## config.mk

```make
export PLATFORM = sky130hd
export DESIGN_NAME = mem_arbiter
export DESIGN_NICKNAME = d
export VERILOG_FILES = /design/src/rtl/mem_arbiter.sv
export SDC_FILE = /design/constraint.sdc
export NUM_CORES = 1
export LEC_CHECK = 0
export CORE_MARGIN = 2
export CORE_UTILIZATION = 33
export CTS_CLUSTER_DIAMETER = 150
export CTS_CLUSTER_SIZE = 14
export DETAILED_ROUTE_END_ITERATION = 10
export PLACE_DENSITY = 0.77
export SLEW_MARGIN = 20
export SYNTH_ARGS = -nofsm -noshare
export SYNTH_HDL_FRONTEND = slang
export SYNTH_SLANG_ARGS = --single-unit
```

## constraint.sdc

```tcl
create_clock -name clock -period 1.7 [get_ports clock]
set_input_delay 0.34 -clock clock [delete_from_list [all_inputs] [get_ports clock]]
set_output_delay 0.34 -clock clock [all_outputs]
set_load 0.1 [all_outputs]
```

## src/rtl/mem_arbiter.sv

```systemverilog
// mem_arbiter: sequences one single-port unified memory between the
// instruction-fetch port and the load/store data port. One access is in
// flight at a time: IDLE -> ISSUE -> WAIT (MEM_LAT-1 cycles) -> RESP.
// Optional feature macro: MEM_ARB_RR_EN selects round-robin arbitration on
// contention; when undefined, data requests win over fetch requests.
module mem_arbiter #(
    parameter int ADDR_W  = 32,
    parameter int DATA_W  = 32,
    parameter int MEM_LAT = 2
) (
    input  logic                clock,
    input  logic                reset,
    input  logic                if_req,
    input  logic [ADDR_W-1:0]   if_addr,
    output logic                if_gnt,
    output logic                if_rvalid,
    output logic [DATA_W-1:0]   if_rdata,
    input  logic                d_req,
    input  logic                d_we,
    input  logic [ADDR_W-1:0]   d_addr,
    input  logic [DATA_W-1:0]   d_wdata,
    input  logic [DATA_W/8-1:0] d_be,
    output logic                d_gnt,
    output logic                d_rvalid,
    output logic [DATA_W-1:0]   d_rdata,
    output logic                mem_en,
    output logic                mem_we,
    output logic [ADDR_W-1:0]   mem_addr,
    output logic [DATA_W-1:0]   mem_wdata,
    output logic [DATA_W/8-1:0] mem_be,
    input  logic [DATA_W-1:0]   mem_rdata,
    output logic                busy
);

    localparam int BE_W = DATA_W / 8;

    localparam logic [1:0] S_IDLE  = 2'd0;
    localparam logic [1:0] S_ISSUE = 2'd1;
    localparam logic [1:0] S_WAIT  = 2'd2;
    localparam logic [1:0] S_RESP  = 2'd3;

    localparam logic ID_FETCH = 1'b0;
    localparam logic ID_DATA  = 1'b1;

    // WAIT lasts MEM_LAT-1 cycles; the counter is only used when MEM_LAT > 1.
    localparam logic [3:0] WAIT_LOAD = (MEM_LAT > 1) ? 4'(MEM_LAT - 2) : 4'd0;

    logic [1:0]        state, next_state;
    logic              lat_id;
    logic              lat_we;
    logic [ADDR_W-1:0] lat_addr;
    logic [DATA_W-1:0] lat_wdata;
    logic [BE_W-1:0]   lat_be;
    logic [3:0]        wait_cnt;

    logic in_issue, in_resp;
    logic any_req, accept, pick_data;

    assign in_issue = (state == S_ISSUE);
    assign in_resp  = (state == S_RESP);
    assign any_req  = if_req | d_req;
    // New requests are only taken in IDLE and in RESP (back-to-back).
    assign accept   = any_req & ((state == S_IDLE) | in_resp);

`ifdef MEM_ARB_RR_EN
    logic last_id;

    // On contention the requester not granted last wins.
    assign pick_data = d_req & (~if_req | (last_id == ID_FETCH));

    // Remember who was granted most recently; starts at fetch so data wins first.
    always_ff @(posedge clock or negedge reset) begin
        if (!reset)
            last_id <= ID_FETCH;
        else if (in_issue)
            last_id <= lat_id;
    end
`else
    // Fixed priority: data beats fetch.
    assign pick_data = d_req;
`endif

    // State register.
    always_ff @(posedge clock or negedge reset) begin
        // NOTE: sequential state uses non-blocking assignments so every register
        // samples pre-edge values regardless of block ordering.
        if (!reset)
            state <= S_IDLE;
        else
            state <= next_state;
    end

    // Next-state decode.
    always_comb begin
        // NOTE: default assignment first so no path leaves next_state unassigned
        // (which would infer a latch).
        next_state = state;
        case (state)
            S_IDLE:  if (any_req) next_state = S_ISSUE;
            S_ISSUE: next_state = (MEM_LAT > 1) ? S_WAIT : S_RESP;
            S_WAIT:  if (wait_cnt == 4'd0) next_state = S_RESP;
            S_RESP:  next_state = any_req ? S_ISSUE : S_IDLE;
            default: next_state = S_IDLE;
        endcase
    end

    // Capture the winning request; fetches carry no write, no wdata, no byte enables.
    always_ff @(posedge clock or negedge reset) begin
        if (!reset) begin
            lat_id    <= ID_FETCH;
            lat_we    <= 1'b0;
            lat_addr  <= '0;
            lat_wdata <= '0;
            lat_be    <= '0;
        end else if (accept) begin
            lat_id    <= pick_data ? ID_DATA : ID_FETCH;
            lat_we    <= pick_data & d_we;
            lat_addr  <= pick_data ? d_addr : if_addr;
            lat_wdata <= pick_data ? d_wdata : '0;
            lat_be    <= pick_data ? d_be : '0;
        end
    end

    // Memory latency countdown, loaded as the access is issued.
    always_ff @(posedge clock or negedge reset) begin
        if (!reset)
            wait_cnt <= 4'd0;
        else if (in_issue)
            wait_cnt <= WAIT_LOAD;
        else if ((state == S_WAIT) && (wait_cnt != 4'd0))
            wait_cnt <= wait_cnt - 4'd1;
    end

    // Outputs decode from registered state; everything idles at zero.
    always_comb begin
        mem_en    = in_issue;
        mem_we    = in_issue & lat_we;
        mem_addr  = in_issue ? lat_addr  : '0;
        mem_wdata = in_issue ? lat_wdata : '0;
        mem_be    = in_issue ? lat_be    : '0;
        if_gnt    = in_issue & (lat_id == ID_FETCH);
        d_gnt     = in_issue & (lat_id == ID_DATA);
        if_rvalid = in_resp  & (lat_id == ID_FETCH);
        d_rvalid  = in_resp  & (lat_id == ID_DATA);
        if_rdata  = if_rvalid ? mem_rdata : '0;
        d_rdata   = (d_rvalid & ~lat_we) ? mem_rdata : '0;
        busy      = (state != S_IDLE);
    end

endmodule

```

==> summary.md, run 1 <==
| Metric | Value |
|---|---|
| Outcome | finished, violations left |
| Violated checks | setup timing |
| Smallest setup slack after layout | -412 ps |
| Synthesized cell area | 4290 um^2 |
| Fin cells | between 1000 and 1500 |
| Tot GR Track Use | between 20% and 30% |
| Number of synthesized flops with an enable pin | 0 |
| Clock latency at the later pin of the worst-skew pair | 330 ps |
| Launching element type of the critical path | flop |
| P_leak | approximately 0.0047 uW |
| Synth top area share | about 44% |
| FF/Latch Area | 1900 um^2 |
| Layout cells sized above 1 | 53.7% |
| Number of max-cap violations | 0 |
| Worst relative slew slack | 60.0% |
| Number of port buffers | 275 |
| Share of flip-flops with an asynchronous set or reset | 100% |
| Cell with the largest stage delay on the worst path | dfrtp_1 |
| Clock tree sinks | 76 |
| Transition time at the pin with the least slew margin | 598 ps |
| Die height | ~120 um |
| Peak Freq | 473 MHz |
| Signed area change from the synthesized netlist to the final layout | 149% |
| Antenna violations before repair | 4 |
| Final Max Tran Viols | 0 |
| Cell variety after synth | 28 |
| Die X-Extent | 118 um |
| Max Buffers Root-to-Sink | 2 |
| Endpoints failing hold | 0 |
| Syn Inst Count | 497 |
| Number of iterations in the first detailed-routing pass | 4 |
| Pin count of the biggest net entering global routing | 59 |
| Commonest cells in the synthesized netlist | 135 x and2_1, 106 x nand2_1, 76 x dfrtp_1 |
| Clock root cell | clkbuf_16 |
| Total wirelength of the detailed-routed design | between 20000 and 25000 um |
| CP cell instances | ha_4, and2_4, nor2b_4, buf_12, and2_4, buf_12 |
| Number of antenna-violating nets in the routed design | 0 |
| Number of top-level pins | around 280 |
| Post-place setup slack | -39.3 ps |
| Depth of the CTS H-tree | 3 |
| Avg WL per Cell | 21.2 um |
| Maximum cell stage delay along the critical path | 440 ps |
| Core Footprint | 12700 um^2 |
| Met2 routed wirelength | 11400 um |
| Number of buffer and inverter stages on the critical path | 2 |
| Gr ovfl total | 0 |
| Family with the most delay on the worst path | simple AND/OR/NAND/NOR gates |
| Mux contribution to synthesized area | around 8% |
| Post-route met1 wirelength | 8020 um |
| Worst EP required | 1360 ps |
| Synth top area cells | dfrtp_1 44%, and2_1 20%, nand2_1 9.3%, o21ai_0 8.5%, mux2i_1 7.5% |
| Final worst-path cycle share | 124% |
| Total nets after synthesis | 640 |
| Number of global-route vias before repair | approximately 5000 |
| Area share of fa/ha/maj cells after synthesis | under 10% |
| Initial core utilization | 33.9% |
| Worst VDD drop | around 0.0013 V |
| Row count | 41 |
| Fraction of the mapped netlist area in compound gates | 11.1% |
| CTS buffer count | 9 |
| Critical path data arrival time | 1770 ps |
| CP Max Fanout | 32 |
| Hold WC Path Type | reg -> reg |
| Global placement routability congestion | 0.963 |
| Final min period | 2110 ps |
| Per-cell via count in the routed design | 5.01 |
| Final Net Count | 968 |
| Detailed-route DRC error count | 0 |
| CTS clk-pin slew, worst paths | 60 ps |
| RSZ-0062 raised after global routing | yes |
| Clock Skew | 7.13 ps |
| Main flop type after synthesis | dfrtp_1 |
| Total of fill cells in the finished design | 653 |
| Overall die area | 13900 um^2 |
| Mean Syn Cell Area | between 8 and 9 um^2 |
| Wire length of the first global-routing pass | 27300 um |
| Fraction of synthesized cell area in xor and xnor cells | 0% |
| Combinational family with the most area after synthesis | simple AND/OR/NAND/NOR gates |
| Share of the yosys chip area belonging to registers | 44.3% |
| Seq cells post-synth | 76 |
| Starting DRT DRC Count | 250 |
| Start-to-end type of the worst setup path | reg -> out |
| Cell Pwr Density | approximately 2200 nW/um^2 |
| Final setup violation count | 178 |
| Most common cell in the netlist | and2_1 |
| Length of routed met3 wiring | approximately 1200 um |
| Top layer used by detailed routing | met4 |
| Yosys warning count | 0 |
| Post-synthesis simple-gate area fraction | 30.4% |
| Clock tree from TritonCTS | yes |
| Yosys top cell by area | dfrtp_1 |
| Via Count | 5043 |
| Area of combinational cells with multiple inputs | 2910 um^2 |
| Half-perimeter wire length after detailed placement | 12700 um |
| Critical path endpoint category | primary output |
| Cell count after placement | 928 |
[worst min-delay path: cells and delay by family, from the launching register on]
kind               cells  cell delay (ps)
AOI/OAI and AO/OA      1               60
and+or+nand+nor        1               50
DFF                    1              340
[final timing paths]
check	from	endpoint	slack, ps	depth (start not counted)
worst max-delay path	state[1]	d_rdata[31]	-410	6
worst min-delay path	lat_wdata[6]	lat_wdata[6]	480	2
worst max register to register	state[0]	wait_cnt[1]	-190	10
worst min register to register	lat_wdata[6]	lat_wdata[6]	480	2
max in group asynchronous	reset	lat_wdata[17]	650	3
min in group asynchronous	reset	lat_addr[5]	490	2
[what timing repair did]
action,CTS,global route
pin swaps,36,47
setup buffers,20,17
endpoints found under the setup margin,140,200
hold endpoints to repair,27,0
cloned,9,22
resized for setup,38,151
hold buffers,1,0
[cells by family after synthesis]
logic type	count (synthesis)
AOI/OAI and AO/OA	85
adders and majority gates	6
buffers and inverters	45
DFF	76
muxes	34
and+or+nand+nor	251
[state kept, by name, indices dropped and copies added, names as in the netlist]
name,cells
lat_we,1
lat_wdata,32
lat_addr,32
wait_cnt,4
lat_be,4
state,2
lat_id,1
[metrics by stage]
stage                     hold slack [ps]  power, uW  setup TNS, ps  utilization, %  instance area [um^2]
final                                 482      23400         -51680            84.3                 10700
after global routing                  513      24200         -59700            84.3                 10700
after CTS                             457      20300         -46560            78.9                 10000
after detailed placement              305      16900           -955            72.2                  9150
after global placement                298      16600              0            72.2                  9150
after floorplan                      44.4      12000         -27430               -                  4780
[power breakdown]
| part | switching (uW) | internal, uW | total, uW |
|---|---|---|---|
| clock | 733 | 1320 | 2050 |
| combinational | 10300 | 7910 | 18200 |
| sequential | 562 | 2580 | 3140 |
[layout by cell type (no fill, tap or decap), types with 4 or more instances in the layout]
cell type / count
buf_4: 22
o21ai_1: 39
buf_12: 150
o21ai_2: 22
nand2_1: 78
nand2_2: 22
nand2_4: 6
ha_4: 4
buf_6: 22
clkdlybuf4s50_1: 134
o21bai_4: 4
mux2i_1: 32
and2_4: 134
clkbuf_16: 21
diode_2: 4
buf_16: 5
buf_8: 5
o21ai_0: 10
dfrtp_1: 75
[cell type report]
| type | instances | area share [%] |
|---|---|---|
| antenna | 4 | 0.0937 |
| clock buffer | 11 | 2.27 |
| clock inverter | 5 | 0.703 |
| inverter | 8 | 0.387 |
| multi-input combinational | 379 | 27.3 |
| sequential | 76 | 17.8 |
| tap | 172 | 2.01 |
| timing repair buffer | 351 | 49.4 |
[metal layers]
metal  GRT usage [%]  vias to the layer above
li1                -                     2292
met1            26.1                     2454
met2            46.5                      247
met3            6.88                       50
met4            10.5                        0
met5               0                        -
Power figures use the tool's default switching activity.
==> inputs of run 2 (changes only) <==
Settings changed: GPL_TIMING_DRIVEN set to 0, PLACE_DENSITY 0.77 to 0.85, SLEW_MARGIN 20 to unset.
==> summary.md, run 2 (same netlist as run 1, synthesis figures left out) <==
| Metric | Value |
|---|---|
| Sink of the worst hold path | lat_addr[26] |
| Cell Pwr Density | 2140 nW/um^2 (-2.6%) |
| Layout cells sized above 1 | 49.1% (-4.6 points) |
| Family with the most delay on the worst path | flip-flops |
| Clock Skew | 4.59 ps (-2.54 ps) |
| Final Net Count | 973 (+0.52%) |
| Avg WL per Cell | 19.7 um (-7.0%) |
| Final min period | 2210 ps (+102 ps) |
| Number of max-cap violations | 0 (unchanged) |
| Sw power | 10900 uW (-5.7%) |
| Peak Freq | 452 MHz (-4.6%) |
| Transition time at the pin with the least slew margin | 602 ps (+3.62 ps) |
| Cell with the largest stage delay on the worst path | dfrtp_2 |
| CP Max Fanout | 6 (-81%) |
| Post-place setup slack | -1140 ps (-1100 ps) |
| Number of buffer and inverter stages on the critical path | 3 (+1) |
| Clk network pwr share | 9.9% (+1.1 points) |
| CP cell instances | ha_4, and2_4, nor2b_4, buf_12, clkbuf_16, and2_4, buf_12 |
| Endpoints failing hold | 0 (unchanged) |
| Flop pwr share | 13.7% (+0.3 points) |
| Depth of the CTS H-tree | 3 (unchanged) |
| Starting DRT DRC Count | 222 (-11%) |
| Most frequent standard cell in the layout excluding fill and tap cells | buf_12 |
| Max Buffers Root-to-Sink | 2 (unchanged) |
| Cell count after placement | 945 (+1.8%) |
| Launching point of the worst reg2reg path | state[0] |
| RSZ-0062 raised after global routing | yes |
| Clock tree sinks | 76 (unchanged) |
| Antenna violations before repair | 0 (-4) |
| Total wirelength of the detailed-routed design | 19800 um (-7.0%) |
| Final setup violation count | 214 (+20%) |
| Min-Delay Startpoint | lat_addr[26] |
| Launching element type of the critical path | flop |
| Start-to-end type of the worst setup path | reg -> out |
| Number of port buffers | 275 (unchanged) |
| CTS clk-pin slew, worst paths | 60 ps (about the same) |
| Clock latency at the later pin of the worst-skew pair | 340 ps (about the same) |
| P_leak | 0.00465 uW (-1.4%) |
| Number of top-level pins | 276 (unchanged) |
| Top library cells by usage in the layout, fill and taps aside | 142 x buf_12, 135 x and2_4, 135 x clkdlybuf4s50_1 |
| Reg-to-Reg End | lat_addr[31] |
| Final Max Tran Viols | 0 (unchanged) |
| Slack of the worst reg-to-reg path | -410 ps (-220 ps) |
| Worst EP required | 1360 ps (about the same) |
| Clock tree from TritonCTS | yes |
| Maximum cell stage delay along the critical path | 450 ps (about the same) |
| Portion of total power attributed to combinational logic | 76.4% (-1.4 points) |
| Hold WC Path Type | reg -> reg |
| Smallest setup slack after layout | -514 ps (-102 ps) |
| Global placement routability congestion | 0.809 (-16%) |
| Pin count of the biggest net entering global routing | 50 (-15%) |
| Hold Path Depth | 2 (unchanged) |
| Tot GR Track Use | 27.8% (+2.8 points) |
| Total non-filler cell area in the finished layout | 10400 um^2 (-2.2%) |
| Critical path endpoint category | primary output |
| Initial core utilization | 33.9% (unchanged) |
| Total power after layout | 22300 uW (-4.7%) |
| CTS buffer count | 9 (unchanged) |
| Violated checks | setup timing |
| Critical path data arrival time | 1870 ps (+100 ps) |
| Via Count | 5087 (+0.87%) |
| Placed standard-cell area | 7780 um^2 (-15%) |
| Final worst-path cycle share | 130% (+6.0 points) |
| Number of antenna-violating nets in the routed design | 0 (unchanged) |
| Antenna cells | 0 (-4) |
| Clock root cell | clkbuf_16 |
| Signed area change from the synthesized netlist to the final layout | 143% |
| Number of iterations in the first detailed-routing pass | 8 (+4) |
| Detailed-route DRC error count | 0 (unchanged) |
| Share of total power consumed by net switching | 49.1% (-0.53 points) |
| Number of global-route vias before repair | 5278 (+4.6%) |
| Worst VDD drop | 0.00111 V (-12%) |
| Row count | 41 (unchanged) |
| Overall die area | 13900 um^2 (unchanged) |
| Die height | 118 um (unchanged) |
| Die X-Extent | 118 um (unchanged) |
| Half-perimeter wire length after detailed placement | 11300 um (-11%) |
| R2R cell count | 11 (+1) |
| Outcome | finished, violations left |
| Fin cells | 1007 (+0.099%) |
| Worst relative slew slack | 59.9% (-0.12 points) |
| Per-cell via count in the routed design | 5.05 (+0.77%) |
| Core Footprint | 12700 um^2 (unchanged) |
| Wire length of the first global-routing pass | 30200 um (+11%) |
| Registers with the highest flip-flop counts | lat_addr: 32 flops, lat_wdata: 32 flops |
| Cell internal power dissipation | 11400 uW (-3.7%) |
| Gr ovfl total | 0 (unchanged) |
-- run 2: what timing repair did --
item | in CTS | in global routing
hold endpoints to repair | 27 | 0
gates cloned | 16 | 2
setup endpoints to repair | 212 | 214
setup buffers | 21 | 6
hold buffers | 1 | 0
resized for setup | 1375 | 43
pin swaps | 51 | 5
-- run 2: worst max-delay path by stage --
stage / from / slack (ps) / end / cells after the start
after detailed placement: state[0] / -1140 / if_rdata[7] / 5
final: state[1] / -510 / d_rdata[4] / 7
after global placement: reset / -2720 / state[0] / 1
after floorplan: state[0] / -310 / d_rdata[10] / 5
after CTS: state[1] / -450 / d_rdata[28] / 6
after global routing: state[1] / -540 / d_rdata[17] / 7
-- run 2: power groups by stage --
| stage | combinational, uW | clock, uW | sequential, uW |
|---|---|---|---|
| 4_1_cts | 16300 | 2220 | 3020 |
| 2_1_floorplan | 9100 | 0 | 2940 |
| 3_5_place_dp | 11700 | 0 | 3040 |
| 6_report | 17000 | 2220 | 3060 |
| 3_3_place_gp | 11500 | 0 | 3000 |
| 5_1_grt | 17600 | 2290 | 3130 |
-- run 2: metal layers --
| layer | track usage [%] | vias to the layer above | wire (um) |
|---|---|---|---|
| met1 | 29.2 | 2446 | 7030 |
| met2 | 50.1 | 284 | 10500 |
| met5 | 0 | - | 0 |
| li1 | - | 2281 | - |
| met4 | 16.0 | 0 | 1030 |
| met3 | 6.69 | 76 | 1270 |
-- run 2: cell type report --
| cell class | count | area, um^2 |
|---|---|---|
| fill | 659 | 2220 |
| clock inverter | 6 | 113 |
| multi-input combinational | 376 | 2700 |
| timing repair buffer | 322 | 4770 |
| clock buffer | 10 | 229 |
| inverter | 8 | 41.3 |
| sequential | 76 | 1900 |
| tap | 172 | 215 |
| buffer | 37 | 480 |
-- run 2: worst reg2reg max path, delay by kind of cell, from the launching register on --
kind                     cells  cell delay [ps]
buffers and inverters        7             1020
AO/OA/AOI/OAI                2              250
adder cells (fa/ha/maj)      1              190
AND/OR/NAND/NOR              1               70
flip-flops                   1              450
-- run 2: through the flow --
stage	setup TNS (ps)	hold slack [ps]	utilization [%]
2_1_floorplan	-27430	44.4	-
3_3_place_gp	-345870	457	61.2
3_5_place_dp	-163910	284	61.4
4_1_cts	-58180	468	81.2
5_1_grt	-82770	494	82.5
6_report	-73090	477	82.5
==> inputs of run 3 (changes only) <==
Settings changed: MAX_ROUTING_LAYER set to met4.
==> summary.md, run 3 (same netlist as run 1, synthesis figures left out) <==
| Metric | Value |
|---|---|
| Avg WL per Cell | 20.0 um (+1.7%) |
| Global placement routability congestion | 0.821 (+1.5%) |
| Number of antenna-violating nets in the routed design | 0 (unchanged) |
| Clock tree sinks | 76 (unchanged) |
| Final Net Count | 977 (+0.41%) |
| Clock Skew | 6.17 ps (+1.58 ps) |
| Via Count | 5064 (-0.45%) |
| Worst VDD drop | 0.00111 V (+0.31%) |
| Wire length of the first global-routing pass | 30100 um (-0.27%) |
| Number of top-level pins | 276 (unchanged) |
| Final setup violation count | 214 (unchanged) |
| Die height | 118 um (unchanged) |
| P_leak | 0.00468 uW (+0.66%) |
| Most frequent standard cell in the layout excluding fill and tap cells | buf_12 |
| Hold WC Path Type | reg -> reg |
| Grt met3 use | 6.15% (-0.53 points) |
| Core Footprint | 12700 um^2 (unchanged) |
| Total wirelength of the detailed-routed design | 20300 um (+2.1%) |
| Clk network pwr share | 9.9% (about the same) |
| Sw power | 11000 uW (+0.38%) |
| Tot GR Track Use | 28.5% (+0.76 points) |
| Share of total power consumed by net switching | 48.9% (-0.12 points) |
| CP Max Fanout | 10 (+4) |
| Cell Pwr Density | 2140 nW/um^2 (about the same) |
| Number of global-route vias before repair | 5281 (+0.057%) |
| Final min period | 2240 ps (+24.5 ps) |
| Transition time at the pin with the least slew margin | 597 ps (-5.10 ps) |
| Cell internal power dissipation | 11500 uW (+0.87%) |
| Antenna cells | 0 (unchanged) |
| Final Max Tran Viols | 0 (unchanged) |
| GR Layer Usage met2 | 50.1% (unchanged) |
| Flop pwr share | 13.6% (about the same) |
| Detailed-route DRC error count | 0 (unchanged) |
| Number of port buffers | 275 (unchanged) |
| Number of iterations in the first detailed-routing pass | 5 (-3) |
| Peak Freq | 447 MHz (-1.1%) |
| Placed standard-cell area | 7780 um^2 (unchanged) |
| Smallest setup slack after layout | -539 ps (-24.5 ps) |
| Outcome | finished, violations left |
| Total non-filler cell area in the finished layout | 10500 um^2 (+0.60%) |
| CTS clk-pin slew, worst paths | 60 ps (about the same) |
| Portion of total power attributed to combinational logic | 76.5% (about the same) |
| Top library cells by usage in the layout, fill and taps aside | 143 x buf_12, 135 x and2_4, 135 x clkdlybuf4s50_1 |
| Top Usage Layer GRT | met2 |
| Hold Worst Slack | 477 ps (+0.0300 ps) |
| Initial core utilization | 33.9% (unchanged) |
| Global-route met1 utilization | 29.5% (+0.37 points) |
| Launching element type of the critical path | flop |
| Gr ovfl total | 0 (unchanged) |
| CTS buffer count | 9 (unchanged) |
| Clock latency at the later pin of the worst-skew pair | 340 ps (about the same) |
| Antenna violations before repair | 0 (unchanged) |
| Pin count of the biggest net entering global routing | 50 (unchanged) |
| Clock tree from TritonCTS | yes |
| Layout cells sized above 1 | 49.3% (+0.24 points) |
| Total of fill cells in the finished design | 654 (-0.76%) |
| Final worst-path cycle share | 132% (+1.4 points) |
| Endpoints failing hold | 0 (unchanged) |
| Overall die area | 13900 um^2 (unchanged) |
| Signed area change from the synthesized netlist to the final layout | 145% |
| Half-perimeter wire length after detailed placement | 11300 um (unchanged) |
| Worst EP required | 1360 ps (about the same) |
| Die X-Extent | 118 um (unchanged) |
| Clock root cell | clkbuf_16 |
| Violated checks | setup timing |
| Worst relative slew slack | 60.2% (+0.34 points) |
| Per-cell via count in the routed design | 5.01 (-0.85%) |
| Critical path endpoint category | primary output |
| Post-place setup slack | -1140 ps (unchanged) |
| Number of max-cap violations | 0 (unchanged) |
| RSZ-0062 raised after global routing | yes |
| Total power after layout | 22500 uW (+0.63%) |
| Depth of the CTS H-tree | 3 (unchanged) |
| Critical path data arrival time | 1900 ps (+30 ps) |
| Row count | 41 (unchanged) |
| Registers with the highest flip-flop counts | lat_addr: 32 flops, lat_wdata: 32 flops |
| Starting DRT DRC Count | 281 (+27%) |
| Start-to-end type of the worst setup path | reg -> out |
| Max Buffers Root-to-Sink | 2 (unchanged) |
-- run 3: cell types whose count changed in the layout (fill, tap and decap cells not counted), sizes merged --
| cell | previous run | this run |
|---|---|---|
| clkbuf | 35 | 34 |
| buf | 196 | 201 |
-- run 3: area by class of cell --
cell class	instances	area, um^2	share of cell area, %
timing repair buffer	326	4830	45.9
multi-input combinational	376	2700	25.7
sequential	76	1900	18.1
buffer	37	483	4.60
clock buffer	10	229	2.18
tap	172	215	2.05
clock inverter	6	113	1.07
inverter	8	41.3	0.393
-- run 3: layer usage --
| metal | share of wire, % | up-vias |
|---|---|---|
| li1 | - | 2299 |
| met1 | 35 | 2416 |
| met2 | 53 | 276 |
| met3 | 6.6 | 73 |
| met4 | 4.9 | 0 |
| met5 | 0 | - |
-- run 3: power groups by stage --
stage | Combinational (uW) | Sequential (uW) | Clock, uW
floorplan | 9100 | 2940 | 0
global placement | 11500 | 3000 | 0
detailed placement | 11700 | 3040 | 0
CTS | 16300 | 3020 | 2220
global route | 17800 | 3130 | 2290
finish | 17200 | 3060 | 2210
-- run 3: worst paths after layout --
| path | startpoint | end | cells after the start | slack (ps) |
|---|---|---|---|---|
| max | state[1] | d_rdata[13] | 7 | -540 |
| min | lat_addr[16] | lat_addr[16] | 2 | 480 |
| max reg2reg | state[0] | lat_addr[31] | 11 | -410 |
| min reg2reg | lat_addr[16] | lat_addr[16] | 2 | 480 |
| max in group asynchronous | reset | state[1] | 3 | 600 |
| min in group asynchronous | reset | lat_wdata[9] | 2 | 510 |
-- run 3: worst max-delay path, cell delays in order, from the launching register on --
cell     delay, ps
dfrtp_2        430
ha_4           170
and2_4         160
nor2b_4        170
buf_12         150
buf_8          130
and2_4         160
buf_12         170
-- run 3: stage by stage --
stage          utilization (%)  cells  setup TNS (ps)
5_1_grt                   82.9   1011          -81840
2_1_floorplan                -    497          -27430
3_5_place_dp              61.4    945         -163910
3_3_place_gp              61.2    944         -345870
4_1_cts                   81.2    999          -58180
6_report                  82.9   1011          -72790
-- run 3: repair_timing --
| action | in CTS | in global routing |
|---|---|---|
| gates cloned | 16 | 3 |
| hold buffers | 1 | 0 |
| setup buffers | 21 | 9 |
| hold endpoints to repair | 27 | 0 |
| gates resized for setup | 1375 | 44 |
| setup endpoints to repair | 212 | 214 |
| pin swaps | 51 | 5 |
